File: src/rtl/add_arbiter.sv
// rtl/add_arbiter.sv - two-requester round-robin arbiter sharing one 32-bit carry-select adder
// Optional macro ADD_ARB_OVF_EN adds registered signed-overflow outputs resp_ovf_0/resp_ovf_1.
module add_arbiter #(
  parameter int WIDTH = 32
) (
  input  logic             clock,
  input  logic             reset_n,
  input  logic             req_valid_0,
  output logic             req_ready_0,
  input  logic [WIDTH-1:0] req_a_0,
  input  logic [WIDTH-1:0] req_b_0,
  input  logic             req_cin_0,
  output logic             resp_valid_0,
  input  logic             resp_ready_0,
  output logic [WIDTH-1:0] resp_sum_0,
  output logic             resp_cout_0,
  input  logic             req_valid_1,
  output logic             req_ready_1,
  input  logic [WIDTH-1:0] req_a_1,
  input  logic [WIDTH-1:0] req_b_1,
  input  logic             req_cin_1,
  output logic             resp_valid_1,
  input  logic             resp_ready_1,
  output logic [WIDTH-1:0] resp_sum_1,
`ifdef ADD_ARB_OVF_EN
  output logic             resp_ovf_0,
  output logic             resp_ovf_1,
`endif
  output logic             resp_cout_1
);

  typedef enum logic [1:0] {S_IDLE, S_EXEC, S_RESP} state_t;

  state_t           r_state;
  state_t           w_next;
  logic             r_ptr;
  logic             r_gnt;
  logic [WIDTH-1:0] r_a;
  logic [WIDTH-1:0] r_b;
  logic             r_cin;
  logic [WIDTH-1:0] r_sum;
  logic             r_cout;
  logic             r_ovf;

  logic             w_any;
  logic             w_gnt;
  logic             w_accept;
  logic             w_resp_done;
  logic             w_resp_live;

  logic [15:0]      w_lo_sum;
  logic             w_lo_cout;
  logic [16:0]      w_hi_c0;
  logic [16:0]      w_hi_c1;
  logic [WIDTH-1:0] w_sum;
  logic             w_cout;
  logic             w_ovf;

  // Lower half ripples bit by bit; upper half is precomputed for both carry-ins.
  always_comb begin
    logic v_c;
    v_c      = r_cin;
    w_lo_sum = '0;
    for (int i = 0; i < 16; i++) begin
      w_lo_sum[i] = r_a[i] ^ r_b[i] ^ v_c;
      v_c         = (r_a[i] & r_b[i]) | (v_c & (r_a[i] ^ r_b[i]));
    end
    w_lo_cout = v_c;
  end

  assign w_hi_c0 = {1'b0, r_a[31:16]} + {1'b0, r_b[31:16]};
  assign w_hi_c1 = {1'b0, r_a[31:16]} + {1'b0, r_b[31:16]} + 17'd1;
  assign w_sum   = {(w_lo_cout ? w_hi_c1[15:0] : w_hi_c0[15:0]), w_lo_sum};
  assign w_cout  = w_lo_cout ? w_hi_c1[16] : w_hi_c0[16];
  assign w_ovf   = (r_a[31] == r_b[31]) && (w_sum[31] != r_a[31]);

  // Pointer only matters when both requesters contend.
  assign w_any       = req_valid_0 | req_valid_1;
  assign w_gnt       = (req_valid_0 & req_valid_1) ? r_ptr : req_valid_1;
  assign w_accept    = reset_n & (r_state == S_IDLE) & w_any;
  assign w_resp_live = reset_n & (r_state == S_RESP);
  assign w_resp_done = w_resp_live & (r_gnt ? resp_ready_1 : resp_ready_0);

  always_ff @(posedge clock) begin
    if (!reset_n) begin
      r_state <= S_IDLE;
      r_ptr   <= 1'b0;
      r_gnt   <= 1'b0;
      r_a     <= '0;
      r_b     <= '0;
      r_cin   <= 1'b0;
      r_sum   <= '0;
      r_cout  <= 1'b0;
      r_ovf   <= 1'b0;
    end else begin
      r_state <= w_next;
      if (w_accept) begin
        r_gnt <= w_gnt;
        r_a   <= w_gnt ? req_a_1   : req_a_0;
        r_b   <= w_gnt ? req_b_1   : req_b_0;
        r_cin <= w_gnt ? req_cin_1 : req_cin_0;
      end
      if (r_state == S_EXEC) begin
        r_sum  <= w_sum;
        r_cout <= w_cout;
        r_ovf  <= w_ovf;
      end
      if (w_resp_done) begin
        r_ptr <= ~r_gnt;
      end
    end
  end

  always_comb begin
    w_next       = r_state;
    req_ready_0  = 1'b0;
    req_ready_1  = 1'b0;
    resp_valid_0 = 1'b0;
    resp_valid_1 = 1'b0;
    resp_sum_0   = '0;
    resp_sum_1   = '0;
    resp_cout_0  = 1'b0;
    resp_cout_1  = 1'b0;
`ifdef ADD_ARB_OVF_EN
    resp_ovf_0   = 1'b0;
    resp_ovf_1   = 1'b0;
`endif
    case (r_state)
      S_IDLE: begin
        if (w_any) w_next = S_EXEC;
        req_ready_0 = w_accept & ~w_gnt;
        req_ready_1 = w_accept & w_gnt;
      end
      S_EXEC: w_next = S_RESP;
      S_RESP: begin
        if (w_resp_done) w_next = S_IDLE;
        resp_valid_0 = w_resp_live & ~r_gnt;
        resp_valid_1 = w_resp_live & r_gnt;
        resp_sum_0   = resp_valid_0 ? r_sum : '0;
        resp_sum_1   = resp_valid_1 ? r_sum : '0;
        resp_cout_0  = resp_valid_0 & r_cout;
        resp_cout_1  = resp_valid_1 & r_cout;
`ifdef ADD_ARB_OVF_EN
        resp_ovf_0   = resp_valid_0 & r_ovf;
        resp_ovf_1   = resp_valid_1 & r_ovf;
`endif
      end
      default: w_next = S_IDLE;
    endcase
  end

endmodule

File: config.mk
export PLATFORM = sky130hd
export DESIGN_NAME = add_arbiter
export DESIGN_NICKNAME = d
export VERILOG_FILES = /design/src/rtl/add_arbiter.sv
export SDC_FILE = /design/constraint.sdc
export NUM_CORES = 1
export LEC_CHECK = 0
export BUFFER_PORTS_ARGS = -buffer_cell sky130_fd_sc_hd__buf_2
export CAP_MARGIN = 20
export CORE_AREA = 5 5 219 115
export CTS_CLUSTER_DIAMETER = 120
export DETAILED_ROUTE_END_ITERATION = 16
export DIE_AREA = 0 0 224 120
export HOLD_SLACK_MARGIN = 0.08
export SLEW_MARGIN = 5
export SYNTH_ARGS = -nofsm -noshare
export SYNTH_HDL_FRONTEND = slang
export SYNTH_SLANG_ARGS = --single-unit
File: constraint.sdc
create_clock -name clock -period 7.75 [get_ports clock]
set_input_delay 0.775 -clock clock [delete_from_list [all_inputs] [get_ports clock]]
set_output_delay 0.775 -clock clock [all_outputs]
set_load 0.02 [all_outputs]
After elaboration in Yosys (flattened, before gate mapping)
Index checks and enable logic that the tools add are counted.
{"block": "totals", "reg_bits": 102, "inputBits": 136, "output_inout_bits": 70}
{"block": "classes", "add_sub_neg": 2, "eq_ne": 4, "n_mux": 20, "bitwise_logic": 94, "reduce_logical": 2}
{"op": "two-way mux 32 bit", "n": 6}
{"op": "AND 1 bit", "n": 43}
{"op": "XOR 1 bit", "n": 32}
{"op": "adder 16 x 16 -> 17 bit", "n": 1}
{"op": "adder 17 x 1 -> 17 bit (second input constant)", "n": 1}
{"op": "bitwise OR 1 bit", "n": 17}
{"op": "two-way mux 16 bit", "n": 1}
{"op": "two-way mux 1 bit", "n": 10}
{"op": "one-hot mux 2 bit (3 select lines)", "n": 1}
{"op": "two-way mux 2 bit", "n": 2}
{"op": "inequality test 2 bit (second input constant)", "n": 2}
{"op": "equality test 2 x 1 -> 1 bit (second input constant)", "n": 1}
{"op": "equality test 2 bit (second input constant)", "n": 1}
{"op": "zero test 2 bit", "n": 1}
{"op": "NOT 1 bit", "n": 2}
{"op": "AND reduction 2 bit", "n": 1}

Longest topological paths before layout
{"block": "logic_depth", "ltp_word": 34, "mapped_depth": 25}

Worst setup path after synthesis
Ideal clock, no wire load.
{"block": "synth_path", "kind": "reg-to-reg", "from": "register r_a[0]", "to": "register r_cout", "setup_time_ns": 0.132, "arrival_ns": 7.388, "required_ns": 7.618, "path_slack_ns": 0.230, "stages_incl_launch_ff": 26, "path_buffers": 0, "period_less_slack_ns": 7.520, "path_cell_list": "dfxtp_1 > fa_1 > fa_1 > fa_1 > fa_1 > fa_1 > fa_1 > fa_1 > fa_1 > fa_1 > fa_1 > fa_1 > fa_1 > fa_1 > inv_1 > fa_1 > inv_1 > fa_1 > fa_1 > nand2_1 > nor2_1 > and4b_1 > nand4b_1 > nor2_1 > nand4_1 > or3b_2"}
{"block": "synth_between", "elab_chain_cells": 34, "elab_cells_between_ends": 35, "cone_classes": "mux: 1; bitwise: 34"}
{"item": "from (decl)", "line": "38", "text": "logic [WIDTH-1:0] r_a;"}
{"item": "from (signal assigned)", "line": "99", "text": "r_a <= w_gnt ? req_a_1 : req_a_0;"}
{"item": "XOR 1 bit", "line": "66", "text": "v_c = (r_a[i] & r_b[i]) | (v_c & (r_a[i] ^ r_b[i]));"}
{"item": "AND 1 bit", "line": "66"}
{"item": "bitwise OR 1 bit *", "line": "66"}
{"item": "AND 1 bit *", "line": "66"}
{"item": "bitwise OR 1 bit *", "line": "66"}
{"item": "AND 1 bit *", "line": "66"}
{"item": "bitwise OR 1 bit *", "line": "66"}
{"item": "AND 1 bit *", "line": "66"}
{"item": "[... 18 more ...]"}
{"item": "bitwise OR 1 bit *", "line": "66"}
{"item": "AND 1 bit *", "line": "66"}
{"item": "bitwise OR 1 bit *", "line": "66"}
{"item": "AND 1 bit *", "line": "66"}
{"item": "bitwise OR 1 bit *", "line": "66"}
{"item": "AND 1 bit *", "line": "66"}
{"item": "bitwise OR 1 bit *", "line": "66"}
{"item": "two-way mux 1 bit *", "line": "74", "text": "assign w_cout = w_lo_cout ? w_hi_c1[16] : w_hi_c0[16];"}
{"item": "to (signal assigned)", "line": "105", "text": "r_cout <= w_cout;"}
{"item": "to (decl)", "line": "42", "text": "logic r_cout;"}
Every way passes the cells marked *; elsewhere a longest branch is shown, timed or not.
A chain may end at the register's enable or synchronous reset.

Final worst setup path
Ends and elaborated chain as after synthesis.

==> flow_metrics.py <==
metrics = {
    "placement": {
        "hpwlAfterDp_um": 15960,
        "place_inst": 1120,
        "gp_congestion": 0.8615,
        "place_area_sq_um": 6965,
        "numPortBuffers": 205,
    },
    "pwr": {
        "p_seq_share_pct": 45.6,
        "clockPowerShare_pct": 34.0,
        "cellPowerDensity_nw_per_um2": 182.7,
        "internal_power_mw": 0.9132,
        "power_frac_comb_pct": 20.4,
        "leakagePower_nw": 3.248,
        "netSwitchingFraction_pct": 31.33,
        "ir_drop_uv": 113.8,
        "p_sw_mw": 0.4165,
    },
    "layout": {
        "fill_cells": 2487,
        "n_antenna_cell": 0,
        "syn_to_final_growth_pct": 29.24,
        "fin_cells": 1136,
        "nNetsFinal": 986,
        "layout-drive-gt1-share_pct": 31.06,
        "final_area_sq_um": 7277,
    },
    "setup_path": {
        "critPathMaxFanout": 4,
        "crit_arrival_ps": 7700,
        "path_class": "reg2reg",
        "cp_slowest_cell": "fa_1",
        "critPathTopFamily": "adder cells",
        "cpMostUsedCell": "fa_1",
        "worst-path-buf-inv": 2,
        "worstSetupStartpointType": "register",
        "endpoint_kind": "register",
        "slowest_delay_ps": 440,
        "critical_path_required_ps": 7980,
    },
    "timing": {
        "fmax_ghz": 0.1340,
        "period_needed_ps": 7461,
        "worst_pin_slew_ps": 1061,
        "setup_viol": 0,
        "timing.final.crit_share_pct": 96.27,
        "relSlewSlack_pct": 29.29,
        "finalHoldViolations": 0,
        "skew_ps": 7.577,
        "slew_viol_final": 0,
        "rsz0062_at_grt": "no",
    },
    "outcome": {
        "outcome": "finished, final reports clean",
    },
    "yosys": {
        "ys.flop_type": "dfxtp_1",
        "yosysTopAreaCell": "dfxtp_1",
        "synth.net_count": 810,
        "synth_area_leaders": "dfxtp_1, a222oi_1, and2_1, nor2_1, fa_1",
        "synth.top_cell.area_share_pct": 36.27,
        "syn_area_per_cell_sq_um": 8.798,
        "ys_seq_area_share_pct": 36.27,
        "synthArstFlopShare_pct": 0,
        "synth-seq-cells": 102,
        "synth_edf_count": 0,
        "syn_area_sq_um": 5630,
        "synthDistinctLibCells": 59,
        "yosys_warnings": 0,
        "syn_inst": 640,
    },
    "clock_network": {
        "clockBufferDepth": 2,
        "cts_root_buf": "clkbuf_16",
        "clock-sinks": 102,
        "clock_latency_ps": 360,
        "numCtsBuffers": 9,
        "cts_tree": "built",
        "path_clk_slew_ps": 80,
        "post_cts_buffers": 0,
        "htreeDepth": 3,
    },
    "detailed_routing": {
        "vias_per_cell": 4.812,
        "via_count": 5466,
        "drt_pass1_iterations": 9,
        "ant_nets": 0,
        "wire_per_inst_um": 17.79,
        "route.detailed.drc": 0,
        "drtIter0Drc": 628,
        "wl_um": 20200,
    },
    "floorplanning": {
        "chipHeight_um": 120,
        "die_w_um": 224,
        "fp-row-count": 40,
        "io_pins": 206,
        "design.core.area_sq_um": 23270,
        "die_area_sq_um": 26880,
        "start_util_pct": 24.19,
    },
    "job": {
        "maxCapViolCount": 0,
    },
    "global_route": {
        "grt_pass1_vias": 5139,
        "track_usage_pct": 14.55,
        "antenna_found_initial": 0,
        "grt_max_degree": 99,
        "grt_overflow_total": 0,
        "grt_pass1_wl_um": 30490,
    },
    "worst_hold_path": {
        "min_path_type": "reg2reg",
    },
}
## cell usage after synthesis, drive strengths merged, types with 8 or more instances
library cell  number
dfxtp            102
nor2              93
and2              69
a222oi            65
nand2             49
clkbuf            45
a21oi             32
o21ai             18
fa                17
ha                17
a211oi            16
xnor2             13
inv               11
xor2               8
## placed cells by master, fill, tap and decap left out, types with 8 or more instances in the layout
| cell | n |
|---|---|
| inv_1 | 10 |
| nor2_1 | 92 |
| ha_1 | 17 |
| a21oi_1 | 32 |
| o21ai_0 | 17 |
| xnor2_1 | 13 |
| a211oi_1 | 14 |
| xor2_1 | 8 |
| nand2_1 | 48 |
| buf_2 | 205 |
| clkbuf_16 | 9 |
| dfxtp_1 | 102 |
| a222oi_1 | 65 |
| buf_4 | 10 |
| and2_1 | 69 |
| fa_1 | 10 |
## final timing paths
check / to / start / cells after the start / slack (ps)
max reg2reg: r_cout$_SDFFE_PN0N_ / r_a[0]$_SDFFE_PN0P_ / 25 / 290
max: r_cout$_SDFFE_PN0N_ / r_a[0]$_SDFFE_PN0P_ / 25 / 290
min: r_sum[7]$_SDFFE_PN0N_ / r_sum[7]$_SDFFE_PN0N_ / 2 / 470
min reg2reg: r_sum[7]$_SDFFE_PN0N_ / r_sum[7]$_SDFFE_PN0N_ / 2 / 470
## power groups by stage
stage          clock [mW]  sequential (mW)  combinational (mW)
2_1_floorplan           0            0.595               0.180
3_3_place_gp            0            0.620               0.268
3_5_place_dp            0            0.621               0.269
4_1_cts             0.467            0.609               0.270
5_1_grt             0.489            0.614               0.303
6_report            0.452            0.607               0.271
## metrics by stage
step / hold slack, ps / power, mW / util, % / TNS (ps) / worst slack, ps
after floorplan: 435.7 / 0.7756 / - / 0 / 229.7
after global placement: 455.3 / 0.8882 / 29.93 / 0 / 31.20
after detailed placement: 455.4 / 0.8902 / 29.93 / -34.56 / -34.56
after CTS: 468.0 / 1.346 / 31.20 / 0 / 47.38
after global routing: 502.4 / 1.406 / 31.27 / 0 / 38.67
final: 468.8 / 1.330 / 31.27 / 0 / 288.9
## cells by family after synthesis
family / Yosys count / share of synthesized area (%)
AOI/OAI and AO/OA: 157 / 22.31
xor gates and xnor gates: 21 / 3.267
adders and majority gates: 34 / 9.822
buffers and inverters: 61 / 4.089
DFF: 102 / 36.27
muxes: 3 / 0.5556
and+or+nand+nor: 262 / 23.69
## flip-flops by register name, summed over array words and instances, names as in the netlist
| name | flops |
|---|---|
| r_ptr | 1 |
| r_b | 32 |
| r_cin | 1 |
| r_gnt | 1 |
| r_state | 2 |
| r_sum | 32 |
| r_a | 32 |
| r_cout | 1 |
## layout make-up
cell class | instances | area (sq um) | share of cell area [%]
clock buffer | 10 | 239.0 | 3.284
clock inverter | 6 | 52.55 | 0.7221
inverter | 11 | 42.54 | 0.5846
multi-input combinational | 477 | 3406 | 46.80
sequential | 102 | 2042 | 28.06
tap | 315 | 394.1 | 5.416
timing repair buffer | 215 | 1101 | 15.13
## worst reg2reg max path: stages, from the launching register on
cell      delay, ps
dfxtp_1         330
fa_1            440
fa_2            370
fa_1            390
fa_2            350
fa_2            360
fa_1            380
fa_1            390
fa_2            360
fa_2            350
fa_1            380
fa_2            350
fa_1            380
fa_1            370
inv_1            70
fa_1            160
inv_1            50
fa_1            380
fa_2            370
nand2_2          80
nor2_1           70
and4b_1         260
nand4b_1        130
nor2_1           70
nand4_1          90
or3b_2          440
## repair_timing
action / 4_1_cts / 5_1_grt
endpoints found under the setup margin: 2 / 6
gates resized for setup: 2 / 6
pin swaps: 0 / 1
hold buffers: 0 / 0
## routing by layer
layer	vias up	share of wire [%]	global-route usage (%)
li1	2717	-	-
met1	2505	58	24.59
met2	234	35	17.80
met3	10	7.1	3.398
met4	0	0.78	2.600
met5	-	0	0
(Power assumes the default switching activity.)
